`src/rtl/alu_result_stage_pkg.sv`:
```
// Shared types and encodings for the ALU result stage.
// Control codes, branch conditions, buffered entry layout.
package alu_result_stage_pkg;

  localparam int ALU_DATA_W = 32;
  localparam int ALU_DEST_W = 4;

  localparam logic [3:0] ALUC_ADD = 4'd0;
  localparam logic [3:0] ALUC_SUB = 4'd1;
  localparam logic [3:0] ALUC_AND = 4'd2;
  localparam logic [3:0] ALUC_OR  = 4'd3;
  localparam logic [3:0] ALUC_XOR = 4'd4;
  localparam logic [3:0] ALUC_MUL = 4'd5;
  localparam logic [3:0] ALUC_DIV = 4'd6;
  localparam logic [3:0] ALUC_SLL = 4'd7;
  localparam logic [3:0] ALUC_SRL = 4'd8;
  localparam logic [3:0] ALUC_SRA = 4'd9;

  localparam logic [1:0] COND_BRZR = 2'b00;
  localparam logic [1:0] COND_BRNZ = 2'b01;
  localparam logic [1:0] COND_BRPL = 2'b10;
  localparam logic [1:0] COND_BRMI = 2'b11;

  typedef struct packed {
    logic [3:0]            ctrl;
    logic [ALU_DATA_W-1:0] hi;
    logic [ALU_DATA_W-1:0] lo;
    logic                  zero;
    logic                  neg;
    logic [ALU_DEST_W-1:0] dest;
  } entry_t;

  typedef enum logic [1:0] {
    FIFO_EMPTY = 2'd0,
    FIFO_ONE   = 2'd1,
    FIFO_FULL  = 2'd2
  } fifo_state_t;

  // MUL/DIV land in HI/LO; everything else writes a GPR.
  function automatic logic writes_gpr(
    input logic [3:0] ctrl
  );
    return !(ctrl == ALUC_MUL ||
             ctrl == ALUC_DIV);
  endfunction

endpackage

```
`src/rtl/alu_result_stage_if.sv`:
```
// Bundle of ALU-side, writeback-side and branch signals.
// slave = the stage itself, master = its environment.
interface alu_result_if #(
  parameter int DATA_W = 32,
  parameter int DEST_W = 4
);
  logic              iValid;
  logic              oReady;
  logic [3:0]        iCtrl;
  logic [DATA_W-1:0] iC_hi;
  logic [DATA_W-1:0] iC_lo;
  logic              iZero;
  logic              iNeg;
  logic [DEST_W-1:0] iDest;
  logic              iFlush;
  logic              oValid;
  logic              iReady;
  logic              oWrEn;
  logic [DEST_W-1:0] oDest;
  logic [DATA_W-1:0] oData;
  logic [DATA_W-1:0] oHI;
  logic [DATA_W-1:0] oLO;
  logic              oZ;
  logic              oN;
  logic              iBrEval;
  logic [1:0]        iCond;
  logic [DATA_W-1:0] iBrVal;
  logic              oCon;

  modport slave (
    input  iValid, iCtrl, iC_hi, iC_lo,
    input  iZero, iNeg, iDest, iFlush,
    input  iReady, iBrEval, iCond, iBrVal,
    output oReady, oValid, oWrEn, oDest,
    output oData, oHI, oLO, oZ, oN, oCon
  );

  modport master (
    output iValid, iCtrl, iC_hi, iC_lo,
    output iZero, iNeg, iDest, iFlush,
    output iReady, iBrEval, iCond, iBrVal,
    input  oReady, oValid, oWrEn, oDest,
    input  oData, oHI, oLO, oZ, oN, oCon
  );
endinterface

```
`src/rtl/alu_result_stage_result_fifo2.sv`:
```
// Two-entry in-order FIFO, head held in its own register.
// ready/valid decode only the registered state.
module result_fifo2
  import alu_result_stage_pkg::*;
(
  input  logic   clk,
  input  logic   rst,
  input  logic   flush,
  input  logic   push,
  input  logic   pop,
  input  entry_t din,
  output entry_t head,
  output logic   valid,
  output logic   ready
);

  fifo_state_t state;
  entry_t      tail;

  assign valid = (state != FIFO_EMPTY);
  assign ready = (state != FIFO_FULL);

  // Occupancy and slot updates; a full FIFO never
  // sees push because ready gates it upstream.
  always_ff @(posedge clk) begin
    if (rst) begin
      state <= FIFO_EMPTY;
      head  <= '0;
      tail  <= '0;
    end else if (flush) begin
      state <= FIFO_EMPTY;
    end else begin
      unique case (state)
        FIFO_EMPTY: begin
          if (push) begin
            head  <= din;
            state <= FIFO_ONE;
          end
        end
        FIFO_ONE: begin
          if (push && pop) begin
            head <= din;
          end else if (push) begin
            tail  <= din;
            state <= FIFO_FULL;
          end else if (pop) begin
            state <= FIFO_EMPTY;
          end
        end
        FIFO_FULL: begin
          if (pop) begin
            head  <= tail;
            state <= FIFO_ONE;
          end
        end
        default: state <= FIFO_EMPTY;
      endcase
    end
  end

endmodule

```
`src/rtl/alu_result_stage.sv`:
```
// Result buffer behind the ALU: GPR retire, HI/LO commit,
// retired Z/N flags and the branch-condition flop.
module alu_result_stage
  import alu_result_stage_pkg::*;
#(
  parameter int DATA_W = ALU_DATA_W,
  parameter int DEST_W = ALU_DEST_W
) (
  input  logic            iClk,
  input  logic            iRst,
  alu_result_if.slave     bus
);

  entry_t            din;
  entry_t            head;
  logic              f_valid;
  logic              f_ready;
  logic              push;
  logic              retire;
  logic              is_mul;
  logic              is_div;
  logic [DATA_W-1:0] br_val;
  logic [DEST_W-1:0] head_dest;
  logic [DATA_W-1:0] hi_q;
  logic [DATA_W-1:0] lo_q;
  logic              z_q;
  logic              n_q;
  logic              con_q;

  assign din = '{
    ctrl: bus.iCtrl,
    hi:   bus.iC_hi,
    lo:   bus.iC_lo,
    zero: bus.iZero,
    neg:  bus.iNeg,
    dest: bus.iDest
  };

  // Flush kills both the incoming push and the pop.
  assign push   = bus.iValid & f_ready & ~bus.iFlush;
  assign retire = f_valid & bus.iReady & ~bus.iFlush;

  result_fifo2 u_fifo (
    .clk   (iClk),
    .rst   (iRst),
    .flush (bus.iFlush),
    .push  (push),
    .pop   (retire),
    .din   (din),
    .head  (head),
    .valid (f_valid),
    .ready (f_ready)
  );

  assign is_mul    = (head.ctrl == ALUC_MUL);
  assign is_div    = (head.ctrl == ALUC_DIV);
  assign br_val    = bus.iBrVal;
  assign head_dest = head.dest;

  assign bus.oReady = f_ready;
  assign bus.oValid = f_valid;
  assign bus.oWrEn  = f_valid &
                      writes_gpr(head.ctrl);
  assign bus.oDest  = head_dest;
  assign bus.oData  = head.lo;
  assign bus.oHI    = hi_q;
  assign bus.oLO    = lo_q;
  assign bus.oZ     = z_q;
  assign bus.oN     = n_q;
  assign bus.oCon   = con_q;

  // Commit HI/LO and the flags on the popping edge.
  always_ff @(posedge iClk) begin
    if (iRst) begin
      hi_q <= '0;
      lo_q <= '0;
      z_q  <= 1'b0;
      n_q  <= 1'b0;
    end else if (retire) begin
      unique case (1'b1)
        is_mul: begin
          hi_q <= head.hi;
          lo_q <= head.lo;
        end
        is_div: begin
          lo_q <= head.hi;
          hi_q <= head.lo;
        end
        default: ;
      endcase
      z_q <= head.zero;
      n_q <= head.neg;
    end
  end

  // Branch condition, independent of the buffer.
  always_ff @(posedge iClk) begin
    if (iRst) begin
      con_q <= 1'b0;
    end else if (bus.iBrEval) begin
      unique case (bus.iCond)
        COND_BRZR: con_q <= (br_val == '0);
        COND_BRNZ: con_q <= (br_val != '0);
        COND_BRPL: con_q <= ~br_val[DATA_W-1];
        COND_BRMI: con_q <= br_val[DATA_W-1];
        default:   con_q <= con_q;
      endcase
    end
  end

endmodule

```
`src/flat_wrapper.sv`:
```
// flat-port wrapper written by rule: the top's interface ports become plain ports
module alu_result_stage_flat import alu_result_stage_pkg::*;
#(
  parameter int DATA_W = ALU_DATA_W,
  parameter int DEST_W = ALU_DEST_W
)
  (iClk, iRst, bus_iValid, bus_iCtrl, bus_iC_hi, bus_iC_lo, bus_iZero, bus_iNeg, bus_iDest, bus_iFlush, bus_iReady, bus_iBrEval, bus_iCond, bus_iBrVal, bus_oReady, bus_oValid, bus_oWrEn, bus_oDest, bus_oData, bus_oHI, bus_oLO, bus_oZ, bus_oN, bus_oCon);
  alu_result_if #(.DATA_W(DATA_W), .DEST_W(DEST_W)) bus_i ();
  input  logic iClk;
  input  logic iRst;
  input wire logic [$bits(bus_i.iValid)-1:0] bus_iValid;
  input wire logic [$bits(bus_i.iCtrl)-1:0] bus_iCtrl;
  input wire logic [$bits(bus_i.iC_hi)-1:0] bus_iC_hi;
  input wire logic [$bits(bus_i.iC_lo)-1:0] bus_iC_lo;
  input wire logic [$bits(bus_i.iZero)-1:0] bus_iZero;
  input wire logic [$bits(bus_i.iNeg)-1:0] bus_iNeg;
  input wire logic [$bits(bus_i.iDest)-1:0] bus_iDest;
  input wire logic [$bits(bus_i.iFlush)-1:0] bus_iFlush;
  input wire logic [$bits(bus_i.iReady)-1:0] bus_iReady;
  input wire logic [$bits(bus_i.iBrEval)-1:0] bus_iBrEval;
  input wire logic [$bits(bus_i.iCond)-1:0] bus_iCond;
  input wire logic [$bits(bus_i.iBrVal)-1:0] bus_iBrVal;
  output wire logic [$bits(bus_i.oReady)-1:0] bus_oReady;
  output wire logic [$bits(bus_i.oValid)-1:0] bus_oValid;
  output wire logic [$bits(bus_i.oWrEn)-1:0] bus_oWrEn;
  output wire logic [$bits(bus_i.oDest)-1:0] bus_oDest;
  output wire logic [$bits(bus_i.oData)-1:0] bus_oData;
  output wire logic [$bits(bus_i.oHI)-1:0] bus_oHI;
  output wire logic [$bits(bus_i.oLO)-1:0] bus_oLO;
  output wire logic [$bits(bus_i.oZ)-1:0] bus_oZ;
  output wire logic [$bits(bus_i.oN)-1:0] bus_oN;
  output wire logic [$bits(bus_i.oCon)-1:0] bus_oCon;
  assign bus_i.iValid = bus_iValid;
  assign bus_i.iCtrl = bus_iCtrl;
  assign bus_i.iC_hi = bus_iC_hi;
  assign bus_i.iC_lo = bus_iC_lo;
  assign bus_i.iZero = bus_iZero;
  assign bus_i.iNeg = bus_iNeg;
  assign bus_i.iDest = bus_iDest;
  assign bus_i.iFlush = bus_iFlush;
  assign bus_i.iReady = bus_iReady;
  assign bus_i.iBrEval = bus_iBrEval;
  assign bus_i.iCond = bus_iCond;
  assign bus_i.iBrVal = bus_iBrVal;
  assign bus_oReady = bus_i.oReady;
  assign bus_oValid = bus_i.oValid;
  assign bus_oWrEn = bus_i.oWrEn;
  assign bus_oDest = bus_i.oDest;
  assign bus_oData = bus_i.oData;
  assign bus_oHI = bus_i.oHI;
  assign bus_oLO = bus_i.oLO;
  assign bus_oZ = bus_i.oZ;
  assign bus_oN = bus_i.oN;
  assign bus_oCon = bus_i.oCon;
  alu_result_stage #(.DATA_W(DATA_W), .DEST_W(DEST_W)) u_core (.iClk(iClk), .iRst(iRst), .bus(bus_i));
endmodule
```
`config.mk`:
```
export PLATFORM = sky130hd
export DESIGN_NAME = alu_result_stage_flat
export DESIGN_NICKNAME = d
export VERILOG_FILES = /design/src/rtl/alu_result_stage_pkg.sv /design/src/rtl/alu_result_stage_if.sv /design/src/rtl/alu_result_stage_result_fifo2.sv /design/src/rtl/alu_result_stage.sv /design/src/flat_wrapper.sv
export SDC_FILE = /design/constraint.sdc
export NUM_CORES = 1
export LEC_CHECK = 0
export CAP_MARGIN = 5
export CORE_MARGIN = 3
export CORE_UTILIZATION = 40
export CTS_CLUSTER_DIAMETER = 150
export DETAILED_ROUTE_END_ITERATION = 10
export PLACE_DENSITY_LB_ADDON = 0.08
export SLEW_MARGIN = 20
export SYNTH_ARGS = -nofsm -noshare
export SYNTH_HDL_FRONTEND = slang
export SYNTH_SLANG_ARGS = --single-unit
```
`constraint.sdc`:
```
create_clock -name iClk -period 1.95 [get_ports iClk]
set_input_delay 0.195 -clock iClk [delete_from_list [all_inputs] [get_ports iClk]]
set_output_delay 0.195 -clock iClk [all_outputs]
set_load 0.03 [all_outputs]
```
==> impl_metrics.yaml <==
run_status:
  outcome: "complete, no violations"
drt:
  drt-wirelength-per-cell_um: 16.8
  routed-via-count: 7925
  vias_per_cell: 5.18
  dr.pass1.iters: 4
  wl_mm: 25.7
  met1_length_mm: 12.3
  route.detailed.drc: 0
  top_layer: "met5"
  ant_nets: 0
  drt_iter0_markers: 481
  wl_met2_mm: 11.6
  dr_wl_met3_mm: 1.41
worst_setup_path:
  worstPathCellList: "clkdlybuf4s50_1"
  crit_path_max_incr_delay_ps: 720
  cp_data_required_time_ps: 1750
  path_max_fanout: 4
  crit_family: "buffers and inverters"
  r2r_setup_slack_ps: 230
  cp-end-kind: "primary output"
  crit_arrival_ps: 1670
  cp_num_buf_inv: 1
  slowest_stage: "clkdlybuf4s50_1"
  startpoint_type: "flip-flop"
  r2r_cells: 6
  r2r_end: "u_core.u_fifo.head[36]$_SDFFE_PP0P_"
  r2r-start: "u_core.u_fifo.state[0]$_SDFFE_PP0P_"
  crit_type: "reg2out"
worst_hold_path:
  hp-class: "in2reg"
  min_to: "u_core.bus.oZ$_SDFFE_PP0P_"
  min_path_cells: 2
  min_from: "iRst"
global_route:
  grt_pass1_vias: 7429
  grt_first_pass_wirelength_mm: 40.9
  grt.overflow.total: 0
  grt_antenna_before_repair: 2
  grt_max_degree: 75
  grt_usage: 0.190
timing:
  period_share: 0.956
  grt_setup_unrepaired: "no"
  worst_pin_slew_ps: 602
  finClkSkew_ps: 9.67
  fin_crit_ps: 1860
  setup_viol: 0
  hold_violations: 0
  fmax_ghz: 0.536
  slew_headroom: 0.599
  finalSetupTns_ps: 0
  drv_slew: 0
placed_design:
  portBuffers: 219
  place_area_um2: 12200
  gp_congestion: 0.758
  dpl.hpwl_mm: 17.3
logic_synthesis:
  synth_edf_count: 0
  yosys.cell_types.count: 33
  synth.top_cell.area_share: 0.448
  async_reset_ff_frac: 0
  yosysSeqAreaShare: 0.448
  post_synth.cell_area_avg_um2: 9.31
  ys_ff_latch: 217
  yosysTopAreaCell: "dfxtp_1"
  synth_area_um2: 9700
  syn_inst: 1041
  ys_warn_count: 0
  ys.flop_type: "dfxtp_1"
  synth_nets: 1155
  synthTopCellsByArea: "dfxtp_1, mux2i_1, a21oi_1, a311oi_1, a211oi_2"
floorplanning:
  die_w_um: 162
  die_h_um: 162
  row_count: 56
  pin_count: 220
  dieArea_um2: 26100
  coreArea_um2: 23600
  initial_core_util: 0.411
clock_tree:
  clkLatencyLatePin_ps: 510
  cts.clk_slew.worst_paths_ps: 60
  clk_path_buf_depth: 3
  cts_tree: "built"
  ctsRootBufferMaster: "clkbuf_16"
  htree_levels: 1
  cts.sinks: 217
  cts_inserted_buffers: 25
final_layout:
  nNetsFinal: 1310
  final_layout_size_suffix_gt1_frac: 0.121
  multi_input_area_um2: 4640
  antenna_cells: 0
  stdcell_area_um2: 13100
  area_growth_pct: 34.6
  utilization: 0.553
  nFillCells: 2141
  seq_area_um2: 4350
power:
  p_leak_nw: 4.67
  p_seq_frac: 0.443
  pwr-share-clk: 0.447
  power_density_nw_per_um2: 811
  finalPower_mw: 10.6
  power_frac_comb: 0.110
  ir_worst_vdd_mv: 0.502
  net-switching-power_mw: 2.53
  switching_share: 0.239
  power.internal_mw: 8.06
run:
  drv_cap: 0
worst max path at each step:
| stage | startpoint | to | slack [ps] | cells past startpoint |
|---|---|---|---|---|
| detailed placement | bus_iReady | u_core.u_fifo.head[36]$_SDFFE_PP0P_ | -60 | 7 |
| finish | u_core.u_fifo.head[24]$_SDFFE_PP0P_ | bus_oData[18] | 90 | 1 |
| global route | u_core.u_fifo.head[70]$_SDFFE_PP0P_ | bus_oWrEn | 7 | 4 |
| CTS | u_core.u_fifo.head[70]$_SDFFE_PP0P_ | bus_oWrEn | 7 | 4 |
| global placement | bus_iReady | u_core.u_fifo.head[28]$_SDFFE_PP0P_ | 30 | 7 |
| floorplan | u_core.u_fifo.head[73]$_SDFFE_PP0P_ | u_core.bus.oHI[12]$_SDFFE_PP0P_ | 500 | 6 |
synthesized netlist by cell type, drive strengths merged, types with 3 or more instances:
cell and n:
clkbuf 55, mux2i 141, nor2b 3, nor2 72
nand2 151, dfxtp 217, a211oi 64, nor4 8
buf 83, a311oi 75, nor3 3, nand2b 4
a21oi 149
state kept, by name, indices dropped and copies added, names as in the netlist:
register,cells
u_core.u_fifo.tail,74
u_core.bus.oZ,1
u_core.u_fifo.state,2
u_core.bus.oN,1
u_core.bus.oLO,32
u_core.u_fifo.head,74
u_core.bus.oHI,32
u_core.bus.oCon,1
stage by stage:
step / hold WS (ps) / worst slack (ps) / std cells
after global routing: 255 / 7.01 / 1530
after global placement: 441 / 25.1 / 1486
after floorplan: 272 / 500 / 1041
after detailed placement: 446 / -56.0 / 1486
final: 232 / 85.6 / 1530
after CTS: 238 / 6.87 / 1530
power by group through the flow:
stage / Sequential, mW / Combinational [mW] / Clock (mW)
4_1_cts: 4.69 / 1.17 / 4.85
3_5_place_dp: 4.78 / 1.17 / 0
3_3_place_gp: 4.79 / 1.16 / 0
2_1_floorplan: 4.75 / 0.690 / 0
6_report: 4.69 / 1.16 / 4.73
5_1_grt: 4.71 / 1.26 / 5.06
cell usage in the layout (no fill, tap or decap), drive strengths merged:
| cell type | instances |
|---|---|
| o22a | 1 |
| nand3 | 2 |
| mux2i | 141 |
| nor3b | 2 |
| clkdlybuf4s15 | 1 |
| clkdlybuf4s50 | 215 |
| dlygate4sd2 | 1 |
| o21a | 1 |
| or4 | 1 |
| clkbuf | 37 |
| nor2b | 3 |
| o21ai | 2 |
| a21oi | 149 |
| nor3 | 3 |
| bufinv | 2 |
| nand3b | 1 |
| a311oi | 75 |
| and4 | 1 |
| dfxtp | 217 |
| nand4 | 1 |
| a211oi | 64 |
| nand2b | 4 |
| xnor2 | 1 |
| clkinv | 3 |
| inv | 3 |
| and3 | 1 |
| nand2 | 151 |
| buf | 48 |
| nor2 | 72 |
| nor4 | 8 |
kinds of logic (layout without fill, tap and decap cells):
| logic type | Yosys count | count (layout) | synth area share |
|---|---|---|---|
| XOR/XNOR | 1 | 1 | 0.000904 |
| flip-flops | 217 | 217 | 0.448 |
| buffers and inverters | 140 | 310 | 0.0795 |
| multiplexers | 141 | 141 | 0.146 |
| AO/OA/AOI/OAI | 292 | 292 | 0.221 |
| AND/OR/NAND/NOR | 250 | 250 | 0.105 |
cell type report:
cell class,instances,share of cell area
clock buffers,36,0.0580
flip-flops and latches,217,0.333
repair buffers,266,0.216
clock inverters,6,0.00642
well taps,319,0.0306
multi-input cells,684,0.355
inverters,2,0.000767
routing by layer:
metal | vias up | global-route usage
li1 | 4036 | -
met1 | 3672 | 0.274
met2 | 183 | 0.297
met3 | 30 | 0.0406
met4 | 4 | 0.0345
met5 | - | 0
what timing repair did:
action,4_1_cts,5_1_grt
setup buffers,2,0
endpoints found under the setup margin,3,4
resized for setup,4,2
cloned,0,0
hold buffers,0,0
(Power assumes the default switching activity.)
